**config.mk**
```make
export PLATFORM = sky130hd
export DESIGN_NAME = cache_refill_ctrl
export DESIGN_NICKNAME = d
export VERILOG_FILES = /design/src/rtl/cache_refill_ctrl.sv
export SDC_FILE = /design/constraint.sdc
export NUM_CORES = 1
export LEC_CHECK = 0
export CAP_MARGIN = 30
export CORE_AREA = 2 2 94 96
export CTS_CLUSTER_DIAMETER = 120
export DETAILED_ROUTE_END_ITERATION = 16
export DIE_AREA = 0 0 96 98
export GPL_TIMING_DRIVEN = 0
export PLACE_DENSITY = 0.78
export SYNTH_ARGS = -nofsm -noshare
export SYNTH_HDL_FRONTEND = slang
export SYNTH_SLANG_ARGS = --single-unit
```
**constraint.sdc**
```tcl
create_clock -name clk_i -period 2.75 [get_ports clk_i]
set_input_delay 0.55 -clock clk_i [delete_from_list [all_inputs] [get_ports clk_i]]
set_output_delay 0.55 -clock clk_i [all_outputs]
set_load 0.01 [all_outputs]
```
**src/rtl/cache_refill_ctrl.sv**
```systemverilog
// Line-fill engine: accepts one cache miss, invalidates the tag, bursts the
// block-aligned line from memory into the data store, then commits a valid tag.
//
// Ports:
//   clk_i, rst_i            clock, asynchronous active-high reset
//   miss_valid_i/ready_o    miss request handshake, miss_addr_i byte address
//   mem_req_*               burst read request (block-aligned address)
//   mem_rvalid/rdata/rlast  read beats from memory, no backpressure
//   line_*                  data store word write port
//   tag_*                   tag store write port, wdata = {valid, tag}
//   refill_done_o           one-cycle pulse when the line becomes valid
//   refill_err_o            one-cycle pulse on a burst length error
module cache_refill_ctrl #(
    parameter int WORD_NUM  = 32,
    parameter int DATA_WID  = 64,
    parameter int INDEX_WID = 10,
    parameter int ADDR_WID  = 32,
    localparam int WORD_WID = $clog2(WORD_NUM),
    localparam int OFF_WID  = $clog2(DATA_WID / 8) + WORD_WID,
    localparam int TAG_WID  = ADDR_WID - INDEX_WID - OFF_WID
) (
    input  logic                 clk_i,
    input  logic                 rst_i,
    input  logic                 miss_valid_i,
    input  logic [ADDR_WID-1:0]  miss_addr_i,
    output logic                 miss_ready_o,
    output logic                 mem_req_valid_o,
    output logic [ADDR_WID-1:0]  mem_req_addr_o,
    input  logic                 mem_req_ready_i,
    input  logic                 mem_rvalid_i,
    input  logic [DATA_WID-1:0]  mem_rdata_i,
    input  logic                 mem_rlast_i,
    output logic                 line_we_o,
    output logic [INDEX_WID-1:0] line_index_o,
    output logic [WORD_WID-1:0]  line_word_o,
    output logic [DATA_WID-1:0]  line_wdata_o,
    output logic                 tag_we_o,
    output logic [INDEX_WID-1:0] tag_index_o,
    output logic [TAG_WID:0]     tag_wdata_o,
    output logic                 refill_done_o,
    output logic                 refill_err_o
);

    typedef enum logic [2:0] {
        S_IDLE,
        S_INVAL,
        S_REQ,
        S_FILL,
        S_COMMIT
    } state_t;

    localparam logic [ADDR_WID-1:0] OFF_MASK =
        {{(ADDR_WID - OFF_WID){1'b0}}, {OFF_WID{1'b1}}};

    state_t              state_q;
    logic [WORD_WID-1:0] cnt_q;
    logic [ADDR_WID-1:0] addr_q;
    logic                err_q;

    logic               beat;
    logic               last_cnt;
    logic [TAG_WID-1:0] tag;

    assign beat     = (state_q == S_FILL) && mem_rvalid_i;
    assign last_cnt = &cnt_q;
    assign tag      = addr_q[ADDR_WID-1 -: TAG_WID];

    always_ff @(posedge clk_i or posedge rst_i) begin
        if (rst_i) begin
            state_q <= S_IDLE;
            cnt_q   <= '0;
            addr_q  <= '0;
            err_q   <= 1'b0;
        end else begin
            err_q <= 1'b0;
            unique case (state_q)
                S_IDLE: begin
                    if (miss_valid_i) begin
                        addr_q  <= miss_addr_i;
                        state_q <= S_INVAL;
                    end
                end
                S_INVAL: begin
                    state_q <= S_REQ;
                end
                S_REQ: begin
                    if (mem_req_ready_i) begin
                        state_q <= S_FILL;
                    end
                end
                S_FILL: begin
                    if (mem_rvalid_i) begin
                        if (last_cnt && mem_rlast_i) begin
                            state_q <= S_COMMIT;
                        end else if (last_cnt || mem_rlast_i) begin
                            // Short or overlong burst: tag stays invalid.
                            state_q <= S_IDLE;
                            cnt_q   <= '0;
                            err_q   <= 1'b1;
                        end else begin
                            cnt_q <= cnt_q + 1'b1;
                        end
                    end
                end
                S_COMMIT: begin
                    state_q <= S_IDLE;
                    cnt_q   <= '0;
                end
                default: begin
                    state_q <= S_IDLE;
                end
            endcase
        end
    end

    assign miss_ready_o    = (state_q == S_IDLE);
    assign mem_req_valid_o = (state_q == S_REQ);
    assign mem_req_addr_o  = addr_q & ~OFF_MASK;

    // Beats are written in the cycle they arrive; no staging register.
    assign line_we_o    = beat;
    assign line_index_o = addr_q[OFF_WID +: INDEX_WID];
    assign line_word_o  = cnt_q;
    assign line_wdata_o = beat ? mem_rdata_i : '0;

    assign tag_we_o      = (state_q == S_INVAL) || (state_q == S_COMMIT);
    assign tag_index_o   = addr_q[OFF_WID +: INDEX_WID];
    assign tag_wdata_o   = {(state_q == S_COMMIT), tag};
    assign refill_done_o = (state_q == S_COMMIT);
    assign refill_err_o  = err_q;

endmodule
```
# Word-level counts from Yosys, hierarchy flattened
# Index checks and enable logic that the tools add are counted.
[totals] register_bits=41 latchBits=0 mem_bits_rw=0 mem_bits_ro=0 in_bits=102 out_inout_bits=142 elab_cells=39 n_memories=0
[classes] addsub=1 n_mul=0 div_mod_pow=0 n_lt_le_gt_ge=0 n_eq_ne=9 shift=0 n_mux=15 n_bitwise=0 reduce_logical=10
[ops] op="$mux W64" n=1
[ops] op="$mux W3" n=5
[ops] op="$mux W5" n=3
[ops] op="$pmux W3 S4" n=1
[ops] op="$pmux W5 S2" n=1
[ops] op="$eq A3 B2 Y1 const B" n=2
[ops] op="$ne A2 B2 Y1 const B" n=3
[ops] op="$add A5 B1 Y5 const B" n=1
[ops] op="$reduce_and A5 Y1" n=1
[ops] op="$mux W1" n=4
[ops] op="$reduce_and A4 Y1" n=1
[ops] op="$eq A3 B1 Y1 const B" n=1
[ops] op="$eq A3 B3 Y1 const B" n=1
[ops] op="$logic_not A3 Y1" n=1
[ops] op="$ne A3 B1 Y1 const B" n=1
[ops] op="$reduce_and A3 Y1" n=1
[ops] op="$logic_and A1 B1 Y1" n=2
[ops] op="$logic_or A1 B1 Y1" n=2
[ops] op="$ne A2 B1 Y1 const B" n=1
[ops] op="$reduce_and A2 Y1" n=1
[ops] op="$reduce_bool A2 Y1" n=1

# Logic depth before layout (Yosys ltp)
# Gate-level depths: netlist (run 1).
[logic_depth] ltp_word=6 ltp_mapped=8 ltp_nobuf=8

# Worst setup path before layout (run 1)
# Ideal clock, no wire load.
[synth_timing] path_kind="reg2out" start="reg state_q[0]" end="out tag_wdata_o[14]" arrival_ps=1267 required_ps=2200 setup_slack_ps=933 stages_incl_launch_ff=6 path_buffers=3 path_cell_list="dfrtp_1 -> buf_2 -> or3b_1 -> clkbuf_1 -> inv_1 -> buf_4"
[synth_via] elab_chain_cells=1
[synth_rtl] element="start, declared" line_no="55" text="state_t state_q;"
[synth_rtl] element="start signal, assigned" line_no="70" text="state_q <= S_IDLE;"
[synth_rtl] element="start signal, assigned" line_no="80" text="state_q <= S_INVAL;"
[synth_rtl] element="start signal, assigned" line_no="84" text="state_q <= S_REQ;"
[synth_rtl] element="$eq A3 B3 Y1"
[synth_rtl] element="end, declared" line_no="39" text="output logic [TAG_WID:0] tag_wdata_o,"
# No other way between the ends.

# Final worst setup path (run 1)
[layout_timing] start="reg state_q[2]" end="out line_wdata_o[8]"
[layout_via] elab_chain_cells=3
[layout_rtl] element="$eq A3 B2 Y1" line_no="64" text="assign beat = (state_q == S_FILL) && mem_rvalid_i;"
[layout_rtl] element="$logic_and A1 B1 Y1" line_no="64"
[layout_rtl] element="$mux W64" line_no="124" text="assign line_wdata_o = beat ? mem_rdata_i : '0;"
[layout_rtl] element="end, declared" line_no="36" text="output logic [DATA_WID-1:0] line_wdata_o,"
# No other way between the ends.

==> results of run 1 <==
## area by class of cell
cell class / count / area [sq um] / share of cell area [%]
Inverter: 6 / 25.0 / 0.518
Clock inverter: 1 / 30.0 / 0.622
Clock buffer: 7 / 86.3 / 1.79
Tap cell: 108 / 135 / 2.80
Sequential cell: 33 / 826 / 17.1
Multi-Input combinational cell: 139 / 1030 / 21.2
Buffer: 55 / 412 / 8.53
Timing Repair Buffer: 228 / 2290 / 47.4
## critical path: cells and delay by family (launching register included)
family | cells | cell delay (ns)
buffers and inverters | 4 | 1.02
flip-flops | 1 | 0.36
AND/OR/NAND/NOR | 2 | 0.38
## final timing paths
path / startpoint / to / slack, ns / depth (start not counted)
max in group asynchronous: rst_i / state_q[2]$_DFFE_PP0P_ / 1.50 / 3
max reg2reg: line_word_o[0]$_DFFE_PP0P_ / line_word_o[0]$_DFFE_PP0P_ / 0.75 / 7
max: state_q[2]$_DFFE_PP0P_ / line_wdata_o[8] / 0.15 / 6
min reg2reg: addr_q[30]$_DFFE_PP0P_ / addr_q[30]$_DFFE_PP0P_ / 0.53 / 1
min: addr_q[30]$_DFFE_PP0P_ / addr_q[30]$_DFFE_PP0P_ / 0.53 / 1
min in group asynchronous: rst_i / addr_q[22]$_DFFE_PP0P_ / 0.71 / 2
## placed cells by master, fill, tap and decap left out, drive strengths merged
master and instances:
clkdlybuf4s50 218, and2 66, buf 50, dfrtp 33
mux2 24, clkbuf 13, dlygate4sd2 9, conb 8
inv 6, nand2 5, o211ai 4, ha 4
o21ai 4, nor3 4, nand2b 3, nand4b 3
and3 2, nor2 2, nor2b 2, or3b 1
nor3b 1, xnor2 1, o311ai 1, nand3 1
o21bai 1, a21o 1, a21oi 1, bufinv 1
## power by group
part	internal (W)	switching, W
sequential	0.000699	0.000185
combinational	0.00181	0.000964
clock	0.000295	0.000171
## per-layer routing
layer / up-vias / track usage, % / routed length [um]
met5: - / 0 / 0
met4: 0 / 3.30 / 53
met3: 4 / 7.41 / 942
met2: 137 / 29.8 / 4160
met1: 1121 / 15.7 / 2600
li1: 1158 / - / -
## cell families (layout without fill, tap and decap cells)
group | after synthesis | count (layout) | synth area share, %
AND/OR/NAND/NOR | 90 | 90 | 26.0
other | 1 | 8 | 0.167
buffers and inverters | 62 | 297 | 18.9
flip-flops | 33 | 33 | 36.7
AO/OA/AOI/OAI | 12 | 12 | 3.56
XOR/XNOR | 1 | 1 | 0.390
adder cells (fa/ha/maj) | 4 | 4 | 2.23
multiplexers | 24 | 24 | 12.0
## cells in the mapped netlist (2+ instances only)
cell      instances
nand2_1           5
ha_1              4
dfrtp_1          33
o21ai_0           3
nor3_1            3
inv_1             5
o211ai_1          4
nor2b_1           2
nor2_1            2
and2_1           66
buf_6             3
clkbuf_1          6
nand2b_1          2
mux2_2           24
and3_1            2
buf_4            44
buf_2             3
nand4b_1          2
## sequential cells by signal (all words and copies together), names as in the netlist
register      cells
addr_q           24
state_q           3
line_word_o       5
refill_err_o      1
## what timing repair did
action / in CTS / in global routing
resized for setup: 17 / 2
endpoints found under the setup margin: 64 / 8
hold buffers: 0 / 0
## stage by stage
| step | hold WS [ns] | utilization (%) | setup TNS [ns] | cell area [sq um] | cells |
|---|---|---|---|---|---|
| 6_report | 0.535 | 57.0 | 0 | 4830 | 577 |
| 5_1_grt | 0.564 | 57.0 | 0 | 4830 | 577 |
| 4_1_cts | 0.537 | 57.0 | 0 | 4830 | 578 |
| 3_5_place_dp | 0.520 | 55.6 | -12.12 | 4710 | 570 |
| 3_3_place_gp | 0.516 | 55.3 | -10.33 | 4680 | 569 |
| 2_1_floorplan | 0.533 | - | 0 | 2270 | 234 |
==> flow_metrics.env, run 1 <==
export IMPL_status="finished clean"
export IMPL_drive_gt1_share_pct=19.8
export IMPL_cap_violations=0
export IMPL_rsz0062_at_grt="no"
export IMPL_min_path_type="reg -> reg"
export IMPL_fillCellCount=767
export IMPL_yosys_area_top_type="dfrtp_1"
export IMPL_antenna_found_initial=0
export IMPL_grt_pass1_wl_um=11800
export IMPL_max_stage_delay_ns=0.53
export IMPL_nNetsFinal=574
export IMPL_cp_max_fo=10
export IMPL_ys_flop_type="dfrtp_1"
export IMPL_clkLatencyLatePin_ns=0.27
export IMPL_clock_sinks=33
export IMPL_drt_pass1_iterations=4
export IMPL_post_route_min_period_ns=2.60
export IMPL_die_area_sq_mm=0.00941
export IMPL_p_per_area_mw_per_mm2=853
export IMPL_avgSynthCellArea_sq_um=9.90
export IMPL_grt_usage_pct=15.9
export IMPL_grt_overflow=0
export IMPL_grt_max_degree=18
export IMPL_syn_inst=227
export IMPL_start_kind="register"
export IMPL_cp_arrival_ns=2.05
export IMPL_portBuffers=227
export IMPL_skew_ns=0.00653
export IMPL_initial_utilization_pct=26.5
export IMPL_boundaryPins=244
export IMPL_ant_nets=0
export IMPL_ys_ff_latch=33
export IMPL_die_h_um=98
export IMPL_area_growth_pct=115
export IMPL_gp_congestion=0.769
export IMPL_synth_cell_types=32
export IMPL_post_cts_setup_buffers=0
export IMPL_wirelength_um=7750
export IMPL_fmax_mhz=385
export IMPL_root_buffer="clkbuf_8"
export IMPL_drc=0
export IMPL_grt_pass1_vias=2472
export IMPL_synth_area_sq_mm=0.00225
export IMPL_cts_buffer_depth=2
export IMPL_ys_seq_area_share_pct=36.7
export IMPL_final_setup_worst_slack_ns=0.154
export IMPL_p_leak_nw=2.11
export IMPL_hold_viol_final=0
export IMPL_initialDrtViolationCount=86
export IMPL_totalPowerFinal_w=0.00412
export IMPL_finalCritPeriodShare_pct=94.4
export IMPL_cp_slowest_cell="clkdlybuf4s50_1"
export IMPL_yosys_warnings=0
export IMPL_dieWidth_um=96
export IMPL_relSlewSlack_pct=51.8
export IMPL_viasPerCell=4.19
export IMPL_synthTopCellsByArea="dfrtp_1 37%, and2_1 18%, buf_4 15%"
export IMPL_path_cells="buf_4 -> nand4b_4 -> inv_4 -> clkbuf_2 -> and2_1 -> clkdlybuf4s50_1"
export IMPL_clkTransAtPathRegs_ns=0.07
export IMPL_async_flop_share_pct=100
export IMPL_avgRoutedWirePerCell_um=13.4
export IMPL_tightest_slew_ns=0.723
export IMPL_coreArea_sq_mm=0.00847
export IMPL_cts_tree="done"
export IMPL_end_kind="primary output"
export IMPL_htreeDepth=2
export IMPL_cts_buffers=5
export IMPL_num_vias=2420
export IMPL_netlist_area_leader_share_pct=36.7
export IMPL_vdd_drop_max_mv=0.344
export IMPL_row_count=34
export IMPL_required_ns=2.20
export IMPL_slew_viol_final=0
export IMPL_dp_hpwl_um=6600
export IMPL_diodes=0
export IMPL_worstSetupPathType="reg -> out"
export IMPL_finalSetupViolCount=0
export IMPL_place_ws_ns=-0.263
export IMPL_synth_edf_count=0
No activity file was read; power rests on OpenSTA's default activity.
==> inputs of run 2 (changes only) <==
--- a/config.mk
+++ b/config.mk
@@ -10,6 +10,7 @@
 export CTS_CLUSTER_DIAMETER = 120
 export DETAILED_ROUTE_END_ITERATION = 16
 export DIE_AREA = 0 0 96 98
+export GPL_ROUTABILITY_DRIVEN = 0
 export GPL_TIMING_DRIVEN = 0
 export PLACE_DENSITY = 0.78
 export SYNTH_ARGS = -nofsm -noshare
==> constraint.sdc (replaced) <==
create_clock -name clk_i -period 3.4 [get_ports clk_i]
set_input_delay 0.68 -clock clk_i [delete_from_list [all_inputs] [get_ports clk_i]]
set_output_delay 0.68 -clock clk_i [all_outputs]
set_load 0.01 [all_outputs]
==> run 2 against run 1 <==
- routed wire length is essentially flat
- combinational power down 19%
- clock skew is essentially flat
- register-to-register slack improved by 0.65 ns
- global-route usage about the same
- total power shrank 19%
- count of clock-buffer cells in the layout unchanged
==> flow_metrics.env, run 2 (synthesis gave the netlist of run 1 again) <==
export IMPL_drc=0
export IMPL_root_buffer="clkbuf_8"
export IMPL_dieWidth_um=96
export IMPL_row_count=34
export IMPL_die_area_sq_mm=0.00941
export IMPL_place_inst=570
export IMPL_fin_cells=578
export IMPL_seqCellArea_sq_um=826
export IMPL_clkTransAtPathRegs_ns=0.07
export IMPL_rsz0062_at_grt="no"
export IMPL_largest_reg_flops=24
export IMPL_vdd_drop_max_mv=0.279
export IMPL_post_route_min_period_ns=3.25
export IMPL_cts_buffers=5
export IMPL_grt_pass1_vias=2472
export IMPL_avgRoutedWirePerCell_um=13.4
export IMPL_layout_commonest_cell="clkdlybuf4s50_1"
export IMPL_multi_input_area_sq_mm=0.00102
export IMPL_drive_gt1_share_pct=18.5
export IMPL_largest_register="addr_q"
export IMPL_grt_usage_pct=15.9
export IMPL_cap_violations=0
export IMPL_fmax_mhz=308
export IMPL_rr_worst_depth=7
export IMPL_required_ns=2.72
export IMPL_initialDrtViolationCount=72
export IMPL_min_path_type="reg -> reg"
export IMPL_final_core_util_pct=57.0
export IMPL_final_cell_mix="227 x clkdlybuf4s50_1, 66 x and2_1, 44 x buf_4"
export IMPL_hold_viol_final=0
export IMPL_cts_buffer_depth=2
export IMPL_end_kind="primary output"
export IMPL_crit_buf_inv=4
export IMPL_place_ws_ns=0.127
export IMPL_viasPerCell=4.20
export IMPL_p_per_area_mw_per_mm2=690
export IMPL_critical_path_top_delay_family="buffers and inverters"
export IMPL_nNetsFinal=575
export IMPL_drt_pass1_iterations=4
export IMPL_path_common_cell="clkdlybuf4s50_1"
export IMPL_p_leak_nw=2.06
export IMPL_whs_path_depth=1
export IMPL_post_cts_setup_buffers=0
export IMPL_finalSetupViolCount=0
export IMPL_num_vias=2430
export IMPL_final_setup_worst_slack_ns=0.149
export IMPL_grt_pass1_wl_um=11800
export IMPL_path_cells="clkdlybuf4s50_1 -> nand4b_4 -> inv_2 -> clkbuf_1 -> and2_1 -> clkdlybuf4s50_1"
export IMPL_cts_tree="done"
export IMPL_wirelength_um=7750
export IMPL_cp_slowest_cell="clkdlybuf4s50_1"
export IMPL_worstSetupPathType="in -> out"
export IMPL_coreArea_sq_mm=0.00847
export IMPL_cp_max_fo=10
export IMPL_clkLatencyLatePin_ns=0.27
export IMPL_area_growth_pct=115
export IMPL_setup_total_negative_slack_ns=0
export IMPL_start_kind="primary input"
export IMPL_die_h_um=98
export IMPL_cp_depth=6
export IMPL_fillCellCount=768
export IMPL_slew_viol_final=0
export IMPL_boundaryPins=244
export IMPL_cts_hold_buffers=0
export IMPL_htreeDepth=2
export IMPL_cts_resized_gates=0
export IMPL_skew_ns=0.00633
export IMPL_cp_arrival_ns=2.57
export IMPL_status="finished clean"
export IMPL_clock_sinks=33
export IMPL_ant_nets=0
export IMPL_grt_overflow=0
export IMPL_tightest_slew_ns=0.722
export IMPL_grt_max_degree=18
export IMPL_relSlewSlack_pct=51.8
export IMPL_portBuffers=227
export IMPL_initial_utilization_pct=26.5
export IMPL_dp_hpwl_um=6600
export IMPL_diodes=0
export IMPL_antenna_found_initial=0
export IMPL_finalCritPeriodShare_pct=95.6
export IMPL_max_stage_delay_ns=0.56
[run 2: changes by cell type in the layout (fill, tap and decap cells not counted), sizes merged]
cell / change
clkdlybuf4s50: +9
buf: +1
dlygate4sd2: -9
[run 2: final timing paths]
path / slack [ns] / from / end
setup / recovery: 0.15 / mem_rvalid_i / line_wdata_o[28]
hold / removal: 0.53 / addr_q[30]$_DFFE_PP0P_ / addr_q[30]$_DFFE_PP0P_
setup reg to reg: 1.40 / line_word_o[0]$_DFFE_PP0P_ / line_word_o[0]$_DFFE_PP0P_
hold reg to reg: 0.53 / addr_q[30]$_DFFE_PP0P_ / addr_q[30]$_DFFE_PP0P_
max in group asynchronous: 2.02 / rst_i / line_word_o[3]$_DFFE_PP0P_
min in group asynchronous: 0.84 / rst_i / addr_q[22]$_DFFE_PP0P_
[run 2: area by class of cell]
| cell class | count | area share, % |
|---|---|---|
| inverter | 6 | 0.467 |
| tap | 108 | 2.80 |
| sequential | 33 | 17.1 |
| buffer | 56 | 8.32 |
| clock inverter | 1 | 0.622 |
| multi-input combinational | 139 | 21.2 |
| clock buffer | 7 | 1.79 |
| timing repair buffer | 228 | 47.7 |
[run 2: metrics by stage]
step | area [sq um] | total power [W] | hold WS, ns
2_1_floorplan | 2270 | 0.00172 | 0.533
3_3_place_gp | 4680 | 0.00293 | 0.516
3_5_place_dp | 4710 | 0.00299 | 0.520
4_1_cts | 4820 | 0.00338 | 0.537
5_1_grt | 4820 | 0.00355 | 0.564
6_report | 4820 | 0.00333 | 0.535
[run 2: metal layers]
layer | wire, um | GRT usage [%] | up-vias | part of all wire (%)
met3 | 935 | 7.41 | 4 | 12
li1 | - | - | 1162 | -
met2 | 4160 | 29.7 | 135 | 54
met4 | 53 | 3.30 | 0 | 0.68
met1 | 2600 | 15.6 | 1129 | 34
met5 | 0 | 0 | - | 0
[run 2: power breakdown]
part / total [W] / internal [W] / switching [W]
sequential: 0.000714 / 0.000565 / 0.000149
combinational: 0.00224 / 0.00146 / 0.000778
clock: 0.000377 / 0.000239 / 0.000138
